==> config.mk <==
export PLATFORM = sky130hd
export DESIGN_NAME = lsu_unit
export DESIGN_NICKNAME = d
export VERILOG_FILES = /design/src/rtl/lsu_unit.sv
export SDC_FILE = /design/constraint.sdc
export NUM_CORES = 1
export LEC_CHECK = 0
export CAP_MARGIN = 20
export CORE_ASPECT_RATIO = 1.25
export CORE_MARGIN = 1
export CORE_UTILIZATION = 30
export DETAILED_ROUTE_END_ITERATION = 10
export PLACE_DENSITY = 0.56
export SETUP_SLACK_MARGIN = 0.2
export SYNTH_ARGS = -nofsm -noshare
export SYNTH_HDL_FRONTEND = slang
export SYNTH_SLANG_ARGS = --single-unit
==> constraint.sdc <==
create_clock -name clk -period 3.4 [get_ports clk]
set_input_delay 0.68 -clock clk [delete_from_list [all_inputs] [get_ports clk]]
set_output_delay 0.68 -clock clk [all_outputs]
set_load 0.01 [all_outputs]
==> src/rtl/lsu_unit.sv <==
// RV32I load/store unit: single-outstanding req/gnt/rvalid data-memory port,
// store lane encoding, load extraction/extension and fault reporting.
module lsu_unit #(
   parameter bit STORE_WAIT_RESP = 1'b0
) (
   input  logic        clk,
   input  logic        rst_n,
   input  logic        ex_valid_i,
   input  logic        ex_is_store_i,
   input  logic [2:0]  ex_funct3_i,
   input  logic [31:0] ex_addr_i,
   input  logic [31:0] ex_wdata_i,
   output logic        lsu_ready_o,
   output logic        lsu_busy_o,
   output logic        done_o,
   output logic [31:0] rdata_o,
   output logic        err_o,
   output logic        err_illegal_o,
   output logic        mem_req_o,
   output logic        mem_we_o,
   output logic [31:0] mem_addr_o,
   output logic [3:0]  mem_wstrb_o,
   output logic [31:0] mem_wdata_o,
   input  logic        mem_gnt_i,
   input  logic        mem_rvalid_i,
   input  logic [31:0] mem_rdata_i
);

   typedef enum logic [1:0] {StIdle, StReq, StResp} state_e;

   state_e      state_q, state_d;

   logic        accept;
   logic        illegal;
   logic        misaligned;
   logic        fault;
   logic [3:0]  enc_wstrb;
   logic [31:0] enc_wdata;

   logic        is_store_q;
   logic [2:0]  funct3_q;
   logic [1:0]  off_q;
   logic [29:0] addr_q;
   logic [3:0]  wstrb_q;
   logic [31:0] wdata_q;

   logic        done_q;
   logic        err_q;
   logic        err_illegal_q;
   logic [31:0] rdata_q;

   logic        fault_done;
   logic        store_gnt_done;
   logic        resp_done;
   logic [7:0]  byte_sel;
   logic [15:0] half_sel;
   logic [31:0] load_data;

   assign accept = ex_valid_i && lsu_ready_o;

   // Illegal funct3 wins over misalignment when reporting.
   always_comb begin
      illegal = 1'b0;
      if (ex_is_store_i) begin
         illegal = !(ex_funct3_i inside {3'b000, 3'b001, 3'b010});
      end else begin
         illegal = !(ex_funct3_i inside {3'b000, 3'b001, 3'b010, 3'b100, 3'b101});
      end
      misaligned = ((ex_funct3_i[1:0] == 2'b01) && ex_addr_i[0]) ||
                   ((ex_funct3_i[1:0] == 2'b10) && (ex_addr_i[1:0] != 2'b00));
      fault = illegal || misaligned;
   end

   always_comb begin
      enc_wstrb = 4'b0000;
      enc_wdata = 32'h0;
      if (ex_is_store_i) begin
         case (ex_funct3_i[1:0])
            2'b00: begin
               enc_wstrb = 4'b0001 << ex_addr_i[1:0];
               enc_wdata = {4{ex_wdata_i[7:0]}};
            end
            2'b01: begin
               enc_wstrb = 4'b0011 << ex_addr_i[1:0];
               enc_wdata = {2{ex_wdata_i[15:0]}};
            end
            default: begin
               enc_wstrb = 4'b1111;
               enc_wdata = ex_wdata_i;
            end
         endcase
      end
   end

   // Request fields are captured at accept so they stay stable until grant.
   always_ff @(posedge clk or negedge rst_n) begin
      if (!rst_n) begin
         is_store_q <= 1'b0;
         funct3_q   <= 3'b000;
         off_q      <= 2'b00;
         addr_q     <= 30'h0;
         wstrb_q    <= 4'b0000;
         wdata_q    <= 32'h0;
      end else if (accept && !fault) begin
         is_store_q <= ex_is_store_i;
         funct3_q   <= ex_funct3_i;
         off_q      <= ex_addr_i[1:0];
         addr_q     <= ex_addr_i[31:2];
         wstrb_q    <= enc_wstrb;
         wdata_q    <= enc_wdata;
      end
   end

   always_ff @(posedge clk or negedge rst_n) begin
      if (!rst_n) begin
         state_q <= StIdle;
      end else begin
         state_q <= state_d;
      end
   end

   always_comb begin
      state_d = state_q;
      unique case (state_q)
         StIdle: begin
            if (accept && !fault) begin
               state_d = StReq;
            end
         end
         StReq: begin
            if (mem_gnt_i) begin
               state_d = (is_store_q && !STORE_WAIT_RESP) ? StIdle : StResp;
            end
         end
         StResp: begin
            if (mem_rvalid_i) begin
               state_d = StIdle;
            end
         end
         default: state_d = StIdle;
      endcase
   end

   always_comb begin
      lsu_ready_o = (state_q == StIdle);
      lsu_busy_o  = (state_q != StIdle) || ex_valid_i;
      mem_req_o   = (state_q == StReq);
      mem_we_o    = (state_q == StReq) && is_store_q;
   end

   assign mem_addr_o  = {addr_q, 2'b00};
   assign mem_wstrb_o = wstrb_q;
   assign mem_wdata_o = wdata_q;

   assign byte_sel = mem_rdata_i[{off_q, 3'b000} +: 8];
   assign half_sel = mem_rdata_i[{off_q[1], 4'b0000} +: 16];

   always_comb begin
      case (funct3_q)
         3'b000:  load_data = {{24{byte_sel[7]}}, byte_sel};
         3'b001:  load_data = {{16{half_sel[15]}}, half_sel};
         3'b100:  load_data = {24'h0, byte_sel};
         3'b101:  load_data = {16'h0, half_sel};
         default: load_data = mem_rdata_i;
      endcase
   end

   assign fault_done     = accept && fault;
   assign store_gnt_done = (state_q == StReq) && mem_gnt_i && is_store_q && !STORE_WAIT_RESP;
   assign resp_done      = (state_q == StResp) && mem_rvalid_i;

   // Completion results are registered; they hold until the next completion.
   always_ff @(posedge clk or negedge rst_n) begin
      if (!rst_n) begin
         done_q        <= 1'b0;
         err_q         <= 1'b0;
         err_illegal_q <= 1'b0;
         rdata_q       <= 32'h0;
      end else begin
         done_q <= fault_done || store_gnt_done || resp_done;
         if (fault_done) begin
            err_q         <= 1'b1;
            err_illegal_q <= illegal;
            rdata_q       <= 32'h0;
         end else if (store_gnt_done || resp_done) begin
            err_q         <= 1'b0;
            err_illegal_q <= 1'b0;
            rdata_q       <= is_store_q ? 32'h0 : load_data;
         end
      end
   end

   assign done_o        = done_q;
   assign err_o         = err_q;
   assign err_illegal_o = err_illegal_q;
   assign rdata_o       = rdata_q;

endmodule

**Word-level counts from Yosys, hierarchy flattened**

Cells that the tools add are included.

- Input bits: 105
- Register bits: 109
- Output and inout bits: 107
- Logic and storage cells: 74

- Eq/ne operators: 14
- Reductions and logical operators: 28
- Shift operators: 4
- Multiplexer cells: 17

Operators by type and width:

| operator | count |
|---|---|
| 2-to-1 mux 32 bit | 4 |
| case mux 32 bit (4 select lines) | 1 |
| case mux 32 bit (2 select lines) | 1 |
| variable part select 32 x 6 -> 16 bit | 1 |
| variable part select 32 x 6 -> 8 bit | 1 |
| equality test 3 bit, second input constant | 4 |
| logical AND 1 bit | 9 |
| 2-to-1 mux 2 bit | 4 |
| case mux 4 bit (2 select lines) | 1 |
| equality test 3 x 1 -> 1 bit, second input constant | 2 |
| logical NOT 3 bit | 2 |
| logical OR 1 bit | 6 |
| case mux 2 bit (3 select lines) | 1 |
| nonzero test 2 bit | 3 |
| nonzero test 5 bit | 1 |
| equality test 2 x 1 -> 1 bit, second input constant | 2 |
| equality test 2 bit, second input constant | 2 |
| logical NOT 2 bit | 2 |
| 2-to-1 mux 1 bit | 4 |
| 2-to-1 mux 4 bit | 1 |
| inequality test 2 x 1 -> 1 bit, second input constant | 2 |
| << shifter 1 x 2 -> 4 bit, first input constant | 1 |
| << shifter 2 x 2 -> 4 bit, first input constant | 1 |
| equality test 3 x 2 -> 1 bit, second input constant | 1 |
| 4 further kinds | 6 |

**Longest topological paths before layout**

Gate-level depths: netlist of run 1.

- Word-level depth: 9
- Mapped depth: 8
- Mapped depth without buffers: 4

**Least setup slack after synthesis of run 1**

No wires, ideal clock.

- Kind: input port to flip-flop
- Start point: in ex_funct3_i[0]
- End point: reg addr_q[10]
- Buffers on the path: 3
- Library setup time: 0.125 ns
- Data required time: 3.275 ns
- Arrival time: 2.116 ns
- Path slack: 1.159 ns
- Cell stages on the path: 6
- Cell sequence: buf_2 -> or4_1 -> a21bo_1 -> buf_6 -> buf_6 -> mux2_4

- Word-level cells in the longest chain between the ends: 7
- Elaborated cells between the ends (all ways): 18
- Classes of those cells: eq/ne: 6; mux: 1; reduce/logical: 11

Ends and longest elaborated chain:

| item | RTL line | source |
|---|---|---|
| start, declared | 10 | `input logic [2:0] ex_funct3_i,` |
| equality test 3 x 1 -> 1 bit, or another cell as far along | 65, 67 |  |
| nonzero test 5 bit or nonzero test 3 bit (tied branches) | 67, 65 |  |
| logical NOT 1 bit (on tied branches) | 67, 65 |  |
| 2-to-1 mux 1 bit | 64 | `if (ex_is_store_i) begin` |
| logical OR 1 bit * | 71 | `fault = illegal \|\| misaligned;` |
| logical NOT 1 bit * | 104 | `end else if (accept && !fault) begin` |
| logical AND 1 bit * | 104 |  |
| end signal, assigned | 108 | `addr_q <= ex_addr_i[31:2];` |
| end, declared | 43 | `logic [29:0] addr_q;` |

Every way passes the cells marked *; elsewhere a longest branch is shown, timed or not.
A chain may end at the register's enable or synchronous reset.

**Worst setup path in the final report of run 1**

- Start point: in ex_valid_i
- End point: out lsu_busy_o

- Word-level cells in the longest chain between the ends: 1

Ends and longest elaborated chain:

| item | RTL line | source |
|---|---|---|
| start, declared | 8 | `input logic ex_valid_i,` |
| logical OR 1 bit | 146 | `lsu_busy_o = (state_q != StIdle) \|\| ex_valid_i;` |
| end, declared | 14 | `output logic lsu_busy_o,` |

No other way between the ends.

==> results of run 1 <==
## logic make-up after synthesis
group,count (synthesis)
AND/OR/NAND/NOR,115
multiplexers,70
AO/OA/AOI/OAI,117
other,1
buffers and inverters,44
flip-flops,109
## path summary, 6_finish.rpt
kind                            slack (ns)         endpoint             from
min in group clk                      0.48  mem_wdata_o[29]  mem_wdata_o[29]
worst max register to register        1.20      rdata_o[28]       state_q[0]
max in group asynchronous             2.28       addr_q[23]            rst_n
worst min register to register        0.48  mem_wdata_o[29]  mem_wdata_o[29]
worst max-delay path                  0.80       lsu_busy_o       ex_valid_i
worst min-delay path                  0.37           done_o            rst_n
## report_power, final
group | leakage [nW] | switching (W) | internal, W
sequential | 1.40 | 0.000242 | 0.00163
clock | 0.156 | 0.000499 | 0.000650
combinational | 1.83 | 0.000747 | 0.00109
total | 3.39 | 0.00149 | 0.00337
## placed cells by master, fill, tap and decap left out, types with 2 or more instances in the layout
| cell type | n |
|---|---|
| buf_12 | 2 |
| mux2i_1 | 17 |
| o21ai_1 | 10 |
| buf_4 | 8 |
| a22o_1 | 8 |
| nor3b_1 | 2 |
| nand3_1 | 2 |
| clkbuf_16 | 9 |
| o21ai_0 | 38 |
| and2_1 | 2 |
| bufinv_16 | 2 |
| a2bb2oi_1 | 7 |
| nand2_1 | 90 |
| mux2_4 | 36 |
| inv_1 | 6 |
| o22ai_1 | 8 |
| a21oi_1 | 3 |
| nor2_1 | 10 |
| clkinv_4 | 2 |
| mux2_2 | 16 |
| conb_1 | 2 |
| a221o_1 | 18 |
| nand2b_1 | 3 |
| o2bb2ai_1 | 9 |
| dfrtp_1 | 109 |
| o221ai_1 | 8 |
| clkdlybuf4s50_1 | 208 |
## per-stage QoR
step / std cells / setup slack, ns / hold slack [ns] / util (%) / power [W]
6_report: 874 / 0.800 / 0.367 / 46.1 / 0.00486
5_1_grt: 874 / 0.692 / 0.430 / 46.1 / 0.00513
4_1_cts: 874 / 0.804 / 0.401 / 46.1 / 0.00492
3_5_place_dp: 858 / 0.476 / 0.475 / 44.2 / 0.00375
3_3_place_gp: 858 / 0.539 / 0.464 / 44.2 / 0.00372
2_1_floorplan: 457 / 1.16 / 0.384 / - / 0.00275
## state kept, by name (all words and copies together) (netlist names)
signal and count:
err_o 1, err_illegal_o 1, off_q 2, done_o 1, funct3_q 3, is_store_q 1, state_q 2, addr_q 30
mem_wdata_o 32, mem_wstrb_o 4, rdata_o 32
## area by class of cell
type | instances | area, um2
inverters | 7 | 26.3
clock inverters | 7 | 98.8
clock buffers | 9 | 225
multi-input cells | 304 | 2230
flip-flops and latches | 109 | 2730
fillers | 1633 | 9070
well taps | 220 | 275
repair buffers | 218 | 2180
## worst max-delay path: cells and delay by family
family | cells | cell delay [ns]
buf+inv | 2 | 0.94
simple gates | 1 | 0.30
## routing by layer
layer | GRT usage, % | wire length [um] | share of wire [%] | up-vias
met5 | 0 | 0 | 0 | -
met4 | 6.81 | 290 | 1.9 | 0
met3 | 4.32 | 1090 | 7.1 | 19
met2 | 29.3 | 7440 | 49 | 171
met1 | 21.4 | 6440 | 42 | 2076
li1 | - | - | - | 2026
==> summary.txt, run 1 <==
Die W - 119 um
TritonCTS clock tree - built
Slowest CP cell - clkdlybuf4s50_1
Worst hold path type - in -> async
Layout cells sized above 1 - 12.2%
Global-route wire length before repair - 23900 um
Core footprint - 16800 um2
Pwr/cell area - 626 nW/um2
Synth Cell Area - 5170 um2
Syn avg cell area - 11.3 um2
Top_reg_cell synth - dfrtp_1
Vias - 4292
Multiplexer share of the synthesized area - 17.6%
Post-Synthesis Cells - 456
Post-CTS Setup Bufs - 0
Post-Synth Adder-Cell Area - 0%
CP Class - in -> out
Layout Nets - 754
Final Hold Viols - 0
Max-Cap Viols - 0
Detail Placement HPWL - 11400 um
IO Port Bufs - 209
H-tree levels - 3
Pleak - 3.39 nW
Antenna fix cells - 0
GP Congestion - 0.863
Post-synth EDFFs - 0
Yosys reg bits - 109
Synth async-reset ratio - 100%
Register area share after synthesis - 52.7%
Post-cts sizing count - 0
Peak VDD IR - 0.287 mV
Status - complete, no violations
TritonCTS Buffers - 9
Max-slew headroom - 34.5%
Largest net degree at the start of global routing - 57
Area Overhead vs Synth - 50.1%
Std cell rows - 53
Vias per inst - 4.91
Drt initial violations - 206
Max Fclk - 385 MHz
I/O pin total - 212
Worst Skew - 0.00624 ns
Worst EP required - 2.72 ns
Crit end category - output port
Gr ovfl total - 0
Final ANT Viol Nets - 0
DR pass1 iterations - 5
CP Launch Type - input port
Synth cell types - 42
Yosys top cell area share - 52.7%
Number of global-route vias before repair - 4349
Clock-pin slew on the worst setup and hold paths - 0.07 ns
Root Buffer Master - clkbuf_16
Worst Max-Slew Pin Slew - 0.978 ns
Syn. warnings - 0
CTS Hold Bufs - 0
DRC - 0
Slew Limit Fails - 0
XOR/XNOR share of the synthesized area - 0%
Die area - 17800 um2
Final TNS setup - 0 ns
Critical-path cell list - clkdlybuf4s50_1, or3_1, clkdlybuf4s50_1
Placed cell area - 7440 um2
Fin crit share - 76.5%
Finished Cell Area - 7770 um2
Most frequent cells after synthesis - dfrtp_1, nand2_1, o21ai_0, mux2_4, clkbuf_1
Main combinational cell family by area after synthesis - multiplexers
DR WL/cell - 17.5 um
R2R depth - 4
Main area contributors after synthesis - dfrtp_1, mux2_4, nand2_1
Most common cell in the netlist - dfrtp_1
Clock Tree Buf Depth - 2
Synth Area in Simple Gates - 9.19%
Complex-gate fraction of the synthesized area - 16.1%
Final setup violation count - 0
Initial Util - 30.7%
Die span in y - 149 um
Most frequent CP cell - clkdlybuf4s50_1
Initial antenna violation count - 0
Worst Path Max Fanout - 2
RSZ-0062 raised after global routing - no
Tmin final - 2.60 ns
Clock latency on the worst-skew pair - 0.35 ns
Max incr delay on CP - 0.52 ns
Post-synth top area cell - dfrtp_1
Final WL - 15300 um
Worst Path Arrival - 1.92 ns
Clock sinks - 109
Total track usage - 17.4%
Power figures use the tool's default switching activity.
==> inputs of run 2 (changes only) <==
==> constraint.sdc (replaced) <==
create_clock -name clk -period 2.7 [get_ports clk]
set_input_delay 0.54 -clock clk [delete_from_list [all_inputs] [get_ports clk]]
set_output_delay 0.54 -clock clk [all_outputs]
set_load 0.01 [all_outputs]
==> run 2 against run 1 <==
Worst setup slack got worse by 0.41 ns. Cell count rose by 1.0%. Combinational power is 27% higher. First-iteration DRC count increased by 10%. Critical path depth stayed put. Final area is 0.82% higher. Wire length up 0.32%. Sequential power up 26%. Sequential share of layout area shrank 0.29 points. Critical endpoint unchanged. Largest cell class unchanged.
==> summary.txt, run 2 (synthesized netlist as in run 1, its figures left out) <==
Status - complete, no violations
Total track usage - 17.6%
RSZ-0062 raised after global routing - no
Worst hold path type - in -> async
Max-Cap Viols - 0
GP Congestion - 0.858
DR pass1 iterations - 4
I/O pin total - 212
Die area - 17800 um2
DR WL/cell - 17.3 um
Max-slew headroom - 31.7%
Std cell rows - 53
Area Overhead vs Synth - 51.4%
Initial Util - 30.7%
Max Fclk - 432 MHz
Root Buffer Master - clkbuf_16
Finished Cell Area - 7830 um2
Core footprint - 16800 um2
Global-route wire length before repair - 24200 um
Vias per inst - 4.88
Layout Nets - 763
Worst Path Max Fanout - 2
Final setup violation count - 0
Clock latency on the worst-skew pair - 0.35 ns
Drt initial violations - 227
Pwr/cell area - 773 nW/um2
Placed cell area - 7520 um2
Final ANT Viol Nets - 0
Worst Path Arrival - 1.77 ns
CP Class - in -> out
Vias - 4312
Worst Max-Slew Pin Slew - 1.02 ns
H-tree levels - 3
TritonCTS Buffers - 9
Crit end category - output port
Post-cts sizing count - 0
IO Port Bufs - 209
Most frequent cells in the layout - clkdlybuf4s50_1, dfrtp_1, nand2_1
Clock sinks - 109
Gr ovfl total - 0
Placement Setup Slack - 0.194 ns
Final Hold Viols - 0
Tmin final - 2.31 ns
Worst Skew - 0.00700 ns
Die span in y - 149 um
Commonest non-fill, non-tap cell in the layout - clkdlybuf4s50_1
Fin crit share - 85.7%
Pleak - 3.43 nW
Detail Placement HPWL - 11700 um
Worst EP required - 2.16 ns
Peak VDD IR - 0.322 mV
Post-route setup slack - 0.385 ns
Clock Tree Buf Depth - 2
Largest net degree at the start of global routing - 59
Final WL - 15300 um
Die W - 119 um
Layout cells sized above 1 - 13.4%
Clock-pin slew on the worst setup and hold paths - 0.07 ns
Final TNS setup - 0 ns
TritonCTS clock tree - built
Post-CTS Setup Bufs - 0
CTS Hold Bufs - 0
Initial antenna violation count - 1
Antenna fix cells - 0
DRC - 0
CP Launch Type - input port
# fillers - 1597
Slew Limit Fails - 0
Tot Pwr - 0.00605 W
Number of global-route vias before repair - 4464
run 2: cell count changes in the layout (fill, tap and decap cells not counted):
cell | previous run | this run
buf_12 | 2 | 3
buf_4 | 8 | 16
bufinv_16 | 2 | 1
clkinv_2 | 1 | 0
clkinvlp_4 | 1 | 2
inv_8 | 0 | 1
run 2: power by group:
part | internal [W] | switching (W) | total [W]
logic | 0.00139 | 0.000950 | 0.00234
registers | 0.00205 | 0.000295 | 0.00235
clock network | 0.000733 | 0.000630 | 0.00136
run 2: cell type report:
| cell class | instances | area [um2] | share of cell area (%) |
|---|---|---|---|
| inverter | 7 | 26.3 | 0.335 |
| clock inverter | 7 | 82.6 | 1.05 |
| multi-input combinational | 304 | 2230 | 28.5 |
| sequential | 109 | 2730 | 34.8 |
| tap | 220 | 275 | 3.51 |
| timing repair buffer | 227 | 2260 | 28.9 |
| clock buffer | 9 | 225 | 2.88 |
run 2: metal layers:
metal / share of wire, % / vias up / global-route usage (%)
li1: - / 2047 / -
met1: 41 / 2071 / 21.1
met2: 50 / 176 / 29.2
met3: 8.2 / 16 / 6.12
met4: 1.3 / 2 / 6.25
met5: 0.085 / - / 0
run 2: worst paths after layout:
kind,start,endpoint,slack [ns],cells after the start
worst max-delay path,ex_valid_i,lsu_busy_o,0.39,3
worst min-delay path,rst_n,done_o,0.08,1
worst max register to register,funct3_q[1],rdata_o[20],0.59,3
worst min register to register,mem_wdata_o[3],mem_wdata_o[3],0.48,2
max in group asynchronous,rst_n,addr_q[19],1.93,2
min in group clk,mem_wdata_o[3],mem_wdata_o[3],0.48,2
run 2: critical path, cell delays in order:
cell and delay, ns:
clkdlybuf4s50_1 0.42, or3_1 0.30, clkdlybuf4s50_1 0.51
run 2: metrics by stage:
stage                     utilization (%)  hold WS, ns  std cells
after floorplan                         -        0.244        457
after global placement               44.7        0.459        867
after detailed placement             44.7        0.460        867
after CTS                            46.5       0.0721        883
after global routing                 46.5       0.0795        883
final                                46.5       0.0788        883
